$ cat src/rtl/instruction_fetch_if.sv
// Bundles the instruction-memory request/ack bus and the decoder-facing fetch signals.
// master is the fetch unit; slave is the memory/decoder side.
interface instruction_fetch_if;
    logic        imem_req;
    logic [31:0] imem_addr;
    logic        imem_ack;
    logic [31:0] imem_rdata;
    logic [31:0] instruction;
    logic        instr_valid;
    logic        instr_ready;
    logic        branch;
    logic        jump;
    logic        jr;
    logic        jal;
    logic        alu_zero;
    logic [31:0] jr_target;
    logic [31:0] pc;
    logic [31:0] link_addr;
    logic [31:0] retire_count;

    modport master (
        output imem_req, imem_addr, instruction, instr_valid, pc, link_addr, retire_count,
        input  imem_ack, imem_rdata, instr_ready, branch, jump, jr, jal, alu_zero, jr_target
    );

    modport slave (
        input  imem_req, imem_addr, instruction, instr_valid, pc, link_addr, retire_count,
        output imem_ack, imem_rdata, instr_ready, branch, jump, jr, jal, alu_zero, jr_target
    );
endinterface

$ cat src/rtl/instruction_fetch.sv
// Single-outstanding-request instruction fetch unit: fetches the word at pc, holds it
// for the decoder until retired, then redirects pc via JR / J / BNE / sequential flow.
module instruction_fetch #(
    parameter logic [31:0] RESET_PC = 32'h0000_0000
) (
    input logic                  clk,
    input logic                  rst_n,
    instruction_fetch_if.master  bus
);

    typedef enum logic [1:0] {IDLE, REQ, HOLD} state_t;

    state_t      r_state;
    state_t      w_next_state;
    logic [31:0] r_pc;
    logic [31:0] r_instruction;
    logic        r_instr_valid;
    logic [31:0] r_retire_count;

    logic        w_imem_req;
    logic        w_load;
    logic        w_retire;
    logic [31:0] w_link_addr;
    logic [31:0] w_branch_offset;
    logic [31:0] w_next_pc;
    logic        w_unused;

    always_ff @(posedge clk or negedge rst_n) begin
        if (!rst_n) begin
            r_state <= IDLE;
        end else begin
            r_state <= w_next_state;
        end
    end

    always_comb begin
        w_next_state = r_state;
        w_imem_req   = 1'b0;
        w_load       = 1'b0;
        w_retire     = 1'b0;
        case (r_state)
            IDLE: begin
                w_next_state = REQ;
            end
            REQ: begin
                w_imem_req = 1'b1;
                if (bus.imem_ack) begin
                    w_load       = 1'b1;
                    w_next_state = HOLD;
                end
            end
            HOLD: begin
                if (bus.instr_ready) begin
                    w_retire     = 1'b1;
                    w_next_state = REQ;
                end
            end
            default: begin
                w_next_state = IDLE;
            end
        endcase
    end

    assign w_link_addr     = r_pc + 32'd4;
    assign w_branch_offset = {{14{r_instruction[15]}}, r_instruction[15:0], 2'b00};

    // Only sampled when w_retire is set, so the control inputs are don't-care elsewhere.
    always_comb begin
        if (bus.jr) begin
            w_next_pc = {bus.jr_target[31:2], 2'b00};
        end else if (bus.jump) begin
            w_next_pc = {w_link_addr[31:28], r_instruction[25:0], 2'b00};
        end else if (bus.branch && !bus.alu_zero) begin
            w_next_pc = w_link_addr + w_branch_offset;
        end else begin
            w_next_pc = w_link_addr;
        end
    end

    always_ff @(posedge clk or negedge rst_n) begin
        if (!rst_n) begin
            r_pc           <= RESET_PC;
            r_instruction  <= 32'd0;
            r_instr_valid  <= 1'b0;
            r_retire_count <= 32'd0;
        end else begin
            if (w_load) begin
                r_instruction <= bus.imem_rdata;
                r_instr_valid <= 1'b1;
            end
            if (w_retire) begin
                r_pc           <= w_next_pc;
                r_instr_valid  <= 1'b0;
                r_retire_count <= r_retire_count + 32'd1;
            end
        end
    end

    // jal only selects link_addr as write data downstream; the target itself follows jump.
    assign w_unused = ^{bus.jal, bus.jr_target[1:0]};

    assign bus.imem_req     = w_imem_req;
    assign bus.imem_addr    = r_pc;
    assign bus.instruction  = r_instruction;
    assign bus.instr_valid  = r_instr_valid;
    assign bus.pc           = r_pc;
    assign bus.link_addr    = w_link_addr;
    assign bus.retire_count = r_retire_count;

endmodule
$ cat src/flat_wrapper.sv
// flat-port wrapper written by rule: the top's interface ports become plain ports
module instruction_fetch_flat 
#(
    parameter logic [31:0] RESET_PC = 32'h0000_0000
)
  (clk, rst_n, bus_imem_req, bus_imem_addr, bus_instruction, bus_instr_valid, bus_pc, bus_link_addr, bus_retire_count, bus_imem_ack, bus_imem_rdata, bus_instr_ready, bus_branch, bus_jump, bus_jr, bus_jal, bus_alu_zero, bus_jr_target);
  instruction_fetch_if bus_i ();
  input logic clk;
  input logic rst_n;
  output wire logic [$bits(bus_i.imem_req)-1:0] bus_imem_req;
  output wire logic [$bits(bus_i.imem_addr)-1:0] bus_imem_addr;
  output wire logic [$bits(bus_i.instruction)-1:0] bus_instruction;
  output wire logic [$bits(bus_i.instr_valid)-1:0] bus_instr_valid;
  output wire logic [$bits(bus_i.pc)-1:0] bus_pc;
  output wire logic [$bits(bus_i.link_addr)-1:0] bus_link_addr;
  output wire logic [$bits(bus_i.retire_count)-1:0] bus_retire_count;
  input wire logic [$bits(bus_i.imem_ack)-1:0] bus_imem_ack;
  input wire logic [$bits(bus_i.imem_rdata)-1:0] bus_imem_rdata;
  input wire logic [$bits(bus_i.instr_ready)-1:0] bus_instr_ready;
  input wire logic [$bits(bus_i.branch)-1:0] bus_branch;
  input wire logic [$bits(bus_i.jump)-1:0] bus_jump;
  input wire logic [$bits(bus_i.jr)-1:0] bus_jr;
  input wire logic [$bits(bus_i.jal)-1:0] bus_jal;
  input wire logic [$bits(bus_i.alu_zero)-1:0] bus_alu_zero;
  input wire logic [$bits(bus_i.jr_target)-1:0] bus_jr_target;
  assign bus_imem_req = bus_i.imem_req;
  assign bus_imem_addr = bus_i.imem_addr;
  assign bus_instruction = bus_i.instruction;
  assign bus_instr_valid = bus_i.instr_valid;
  assign bus_pc = bus_i.pc;
  assign bus_link_addr = bus_i.link_addr;
  assign bus_retire_count = bus_i.retire_count;
  assign bus_i.imem_ack = bus_imem_ack;
  assign bus_i.imem_rdata = bus_imem_rdata;
  assign bus_i.instr_ready = bus_instr_ready;
  assign bus_i.branch = bus_branch;
  assign bus_i.jump = bus_jump;
  assign bus_i.jr = bus_jr;
  assign bus_i.jal = bus_jal;
  assign bus_i.alu_zero = bus_alu_zero;
  assign bus_i.jr_target = bus_jr_target;
  instruction_fetch #(.RESET_PC(RESET_PC)) u_core (.clk(clk), .rst_n(rst_n), .bus(bus_i));
endmodule
$ cat config.mk
export PLATFORM = sky130hd
export DESIGN_NAME = instruction_fetch_flat
export DESIGN_NICKNAME = d
export VERILOG_FILES = /design/src/rtl/instruction_fetch_if.sv /design/src/rtl/instruction_fetch.sv /design/src/flat_wrapper.sv
export SDC_FILE = /design/constraint.sdc
export NUM_CORES = 1
export LEC_CHECK = 0
export CAP_MARGIN = 0
export CORE_UTILIZATION = 47
export CTS_CLUSTER_DIAMETER = 50
export DETAILED_ROUTE_END_ITERATION = 8
export PLACE_DENSITY = 0.91
export SYNTH_ARGS = -nofsm -noshare
export SYNTH_HDL_FRONTEND = slang
export SYNTH_SLANG_ARGS = --single-unit
$ cat constraint.sdc
create_clock -name clk -period 4.5 [get_ports clk]
set_input_delay 0.675 -clock clk [delete_from_list [all_inputs] [get_ports clk]]
set_output_delay 0.675 -clock clk [all_outputs]
set_load 0.02 [all_outputs]
After elaboration in Yosys (flattened, before gate mapping)
Cells that the tools add are included.
- add/subtract/negate cells: 3
- $mul: 0
- div/mod/pow operators: 0
- $lt $le $gt $ge: 0
- equal/unequal tests: 4
- shifts and indexed selects: 0
- muxes and demuxes: 13
- bitwise gates (word level): 0
- reductions and logical operators: 5
- operator list (operator ; count):
    $mux 32 ; 3
    $add 32x1->32 const B ; 1
    $add 32x3->32 const B ; 1
    $add 32x32->32 ; 1
    $mux 1 ; 7
    $pmux 2 s3 ; 1
    $mux 2 ; 2
    $ne 2x2->1 const B ; 2
    $eq 2x1->1 const B ; 1
    $eq 2x2->1 const B ; 1
    $logic_not 2->1 ; 1
    $reduce_and 2->1 ; 1
    $reduce_bool 2->1 ; 1
    $logic_and 1x1->1 ; 1
    $logic_not 1->1 ; 1
- register bits after elaboration: 99
- latch bits: 0
- RAM bits: 0
- memory bits (read-only): 0
- bits of input ports: 73
- output and inout bits: 162
- memories: 0

Depth between registers and ports, before layout
- depth in word-level cells: 5
- gate-level depth with buffers: 15
- mapped depth without buffers: 15

Least setup slack after synthesis
OpenSTA, ideal clock, no wires.
- path type: register to register
- start point: reg u_core.r_pc[10], in the netlist u_core.bus.imem_addr[10]
- end point: reg u_core.r_pc[30], in the netlist u_core.bus.imem_addr[30]
- library setup time: 79 ps
- arrival: 3931 ps
- slack: 489 ps
- cell stages (with the launch flop): 16
- clock period less this slack: 4011 ps
- path through: dfrtp_1 > and4_4 > nand4_4 > nor4_4 > nand3_1 > xnor2_1 > ha_1 > a21o_1 > a21o_1 > a21oi_1 > o21bai_1 > a2111o_1 > o22a_1 > o21ai_0 > xnor2_1 > a2bb2oi_1
- cells in the longest elaborated chain, start to end: 5
- RTL lines (what ; line ; RTL):
    start: declaration ; instruction_fetch.sv:15 ; logic [31:0] r_pc;
    start signal: assignment ; instruction_fetch.sv:92 ; r_pc <= w_next_pc;
    $add 32x3->32 ; instruction_fetch.sv:64 ; assign w_link_addr = r_pc + 32'd4;
    net bus_link_addr[23] ; flat_wrapper.sv:15 ; output wire logic [$bits(bus_i.link_addr)-1:0] bus_link_addr;
    $add 32x32->32 ; instruction_fetch.sv:74 ; w_next_pc = w_link_addr + w_branch_offset;
    $mux 32 ; instruction_fetch.sv:73 ; end else if (bus.branch && !bus.alu_zero) begin
    $mux 32 ; instruction_fetch.sv:71 ; end else if (bus.jump) begin
    $mux 32 ; instruction_fetch.sv:69 ; if (bus.jr) begin
The timed path passes the listed nets, and every way through them passes these cells.
A chain may end at the register's enable or synchronous reset.

Worst setup path in the final report
- start point: reg u_core.r_pc[3], in the netlist u_core.bus.imem_addr[3]
- end point: reg u_core.r_pc[23], in the netlist u_core.bus.imem_addr[23]
- cells in the longest elaborated chain, start to end: 5
- RTL lines (what ; line):
    $add 32x3->32 * ; instruction_fetch.sv:64
    $add 32x32->32 ; instruction_fetch.sv:74
    $mux 32 * ; instruction_fetch.sv:73
    $mux 32 * ; instruction_fetch.sv:71
    $mux 32 * ; instruction_fetch.sv:69
Every way passes the cells marked *; elsewhere a longest branch is shown, timed or not.

==> summary.txt <==
EDFF count, synth = 0
clock skew = 0.00832 ns
Setup Crit Path Kind = reg2reg
share of cells above drive strength 1 = 8.64%
Final Cycle Share = 94.2%
final wirelength = 22800 um
cells after synthesis = 775
Max Buffers Root-to-Sink = 2
HP Class = in2async
die width = 124 um
Max Fclk = 236 MHz
vias in the first global route = 6738
die area = 0.0154 mm^2
critical path arrival = 4.51 ns
syn avg cell area = 9.03 um^2
unrepaired setup endpoints after global routing = no
WL/cell = 19.7 um
Clock power frac = 11.0%
routability cong. = 0.956
Overall Global Routing Usage = 30.4%
final setup TNS = 0 ns
post_cts resized = 0
Hold WS = 0.475 ns
drc violations = 0
minimum clock period = 4.24 ns
final hold vios = 0
Post-Synthesis Cell Area = 0.00700 mm^2
Synth Flop Type = dfrtp_1
Post-CTS Hold Buffers = 0
crit start category = register
# IOs = 235
first-pass detailed-route iteration total = 5
Initial DRC Count = 471
# Max-Cap Violations = 0
vias = 6878
Synth async-reset ratio = 100%
Num CTS Buffers = 9
Worst Tran Pin Value = 1.02 ns
Setup crit end kind = register
post-route ant nets = 0
Initial Util = 48.1%
Max VDD drop = 0.503 mV
Core ar. = 0.0145 mm^2
clock latency on the worst-skew pair = 0.36 ns
Net Sw Frac = 48.0%
Layout fillers = 1147
R2R depth = 14
Placed Cells = 1140
CTS clk-pin slew, worst paths = 0.08 ns
largest net degree at the start of global routing = 77
final setup fails = 0
Seq/Total Area, Yosys = 34.7%
Critical R2R Launch = u_core.bus.imem_addr[3]
CTS HTree Levels = 3
P_leak = 4.09 nW
Nets = 1078
Power Internal = 4.02 mW
Power Density = 809 mW/mm^2
CTS tree = built
worst reg2reg setup slack = 0.26 ns
Unique masters post-synth = 71
synthesis-to-finish area growth = 36.5%
FF-to-FF End = u_core.bus.imem_addr[23]
combinational fraction of design power = 67.8%
via/cell ratio = 5.94
register bit total from synthesis = 97
postcts setup bufs = 0
Cell Rows = 44
Port Buffer Count = 225
Flop pwr share = 21.2%
first-pass GRT wire length = 35700 um
outcome = complete, no violations
DP Wirelength = 16400 um
Crit Path Max Fanout = 7
Slew Viols, Final = 0
total grt overflow = 0
root buf cell = clkbuf_16
initial antenna violation count = 1
Vert. Die Dim = 124 um
total clock sinks = 97
Yosys Warn Count = 0
max_slew headroom = 32.0%
CP required = 4.77 ns
switching pwr = 3.71 mW
final cell count without fillers = 1157
worst setup path startpoint = u_core.bus.imem_addr[3]
crit path to = u_core.bus.imem_addr[23]
==> metrics by stage <==
stage	cell area [um^2]	setup slack, ns	power (mW)	utilization, %
after CTS	9550	0.324	7.68	65.7
after floorplan	7020	0.489	5.00	-
after global routing	9560	0.0357	8.24	65.7
after global placement	9240	0.459	6.69	63.6
after detailed placement	9240	0.404	6.79	63.6
final	9560	0.259	7.73	65.7
==> logic make-up after synthesis <==
kind of cell | count (synthesis) | share of synthesized area [%]
AOI/OAI and AO/OA | 199 | 19.2
xor gates and xnor gates | 71 | 8.99
adders and majority gates | 38 | 6.90
buffers and inverters | 77 | 6.10
DFF | 97 | 34.7
muxes | 36 | 5.74
other | 1 | 0.0536
and+or+nand+nor | 256 | 18.3
==> layout by cell type (no fill, tap or decap), types with 6 or more instances in the layout <==
| cell type | n |
|---|---|
| clkdlybuf4s50_1 | 224 |
| dfrtp_1 | 97 |
| nand2_1 | 84 |
| a21oi_1 | 57 |
| nor2_1 | 53 |
| xnor2_1 | 52 |
| ha_1 | 37 |
| mux2_2 | 33 |
| o21ai_0 | 27 |
| nand3_1 | 26 |
| and3_1 | 25 |
| a21o_1 | 22 |
| xor2_1 | 18 |
| buf_4 | 16 |
| o211ai_1 | 15 |
| nor3_1 | 14 |
| inv_1 | 13 |
| nand4_1 | 12 |
| a31oi_1 | 11 |
| clkbuf_16 | 9 |
| o21a_1 | 8 |
| and2_1 | 6 |
| o22ai_1 | 6 |
| conb_1 | 6 |
==> cell type report <==
type                       count  area [um^2]  area share, %
multi-input combinational    606         4170           43.6
sequential                    97         2430           25.4
timing repair buffer         240         2360           24.7
tap                          184          230           2.41
clock buffer                   9          225           2.36
clock inverter                 7         91.3          0.956
inverter                      13         48.8          0.511
antenna                        1         2.50         0.0262
==> synthesized netlist by cell type, types with 5 or more instances <==
cell | n | area share, %
o21ai_0 | 27 | 1.9
a211oi_1 | 5 | 0.54
a21o_1 | 22 | 2.4
inv_1 | 13 | 0.70
xnor2_1 | 52 | 6.5
mux2_2 | 33 | 5.3
nor3_1 | 14 | 1.0
clkbuf_1 | 25 | 1.3
xor2_1 | 18 | 2.3
o21a_1 | 8 | 0.86
and3_1 | 25 | 2.2
a21oi_1 | 57 | 4.1
o211ai_1 | 15 | 1.6
nand4_1 | 12 | 1.1
nand3_1 | 27 | 1.9
o22ai_1 | 6 | 0.54
buf_4 | 36 | 3.9
ha_1 | 37 | 6.6
nor2_1 | 53 | 2.8
nand2_1 | 84 | 4.5
and4_1 | 5 | 0.63
o311ai_0 | 5 | 0.63
a31oi_1 | 11 | 0.98
and2_1 | 6 | 0.54
dfrtp_1 | 97 | 35
==> critical path, cell delays in order, from the launching register on <==
cell	delay [ns]
dfrtp_1	0.47
ha_1	0.27
nand3_1	0.23
nor2_1	0.34
nand3_1	0.14
xnor2_1	0.26
ha_1	0.33
and4_4	0.20
a221oi_1	0.59
a211o_1	0.29
nand2_1	0.14
a21oi_1	0.30
xor2_1	0.11
a211o_1	0.30
o22ai_1	0.17
==> sequential cells by signal, indices dropped and copies added (netlist names) <==
signal,flops
u_core.bus.imem_addr,30
u_core.r_state,2
u_core.bus.instr_valid,1
u_core.bus.instruction,32
u_core.bus.retire_count,32
==> worst min-delay path by stage <==
stage	start	endpoint	slack (ns)	depth (start not counted)
after floorplan	rst_n	u_core.bus.imem_addr[10]	0.38	0
after global placement	u_core.bus.instr_valid	u_core.bus.instr_valid	0.46	2
after detailed placement	u_core.bus.retire_count[31]	u_core.bus.retire_count[31]	0.46	1
after CTS	u_core.bus.retire_count[31]	u_core.bus.retire_count[31]	0.48	1
after global routing	u_core.bus.retire_count[31]	u_core.bus.retire_count[31]	0.49	1
final	rst_n	u_core.bus.retire_count[14]	0.48	1
==> routing by layer <==
layer | track usage (%) | up-vias | wire (um)
li1 | - | 3153 | -
met4 | 13.5 | 0 | 693
met3 | 4.81 | 54 | 1580
met1 | 40.7 | 3335 | 9510
met2 | 48.3 | 336 | 11000
met5 | 0 | - | 0
==> power by group through the flow <==
stage	clock network, mW	registers (mW)	logic [mW]
3_3_place_gp	0	1.63	5.06
4_1_cts	0.855	1.63	5.19
2_1_floorplan	0	1.90	3.09
6_report	0.851	1.64	5.24
3_5_place_dp	0	1.65	5.14
5_1_grt	0.891	1.69	5.65
No activity file was read; power rests on OpenSTA's default activity.
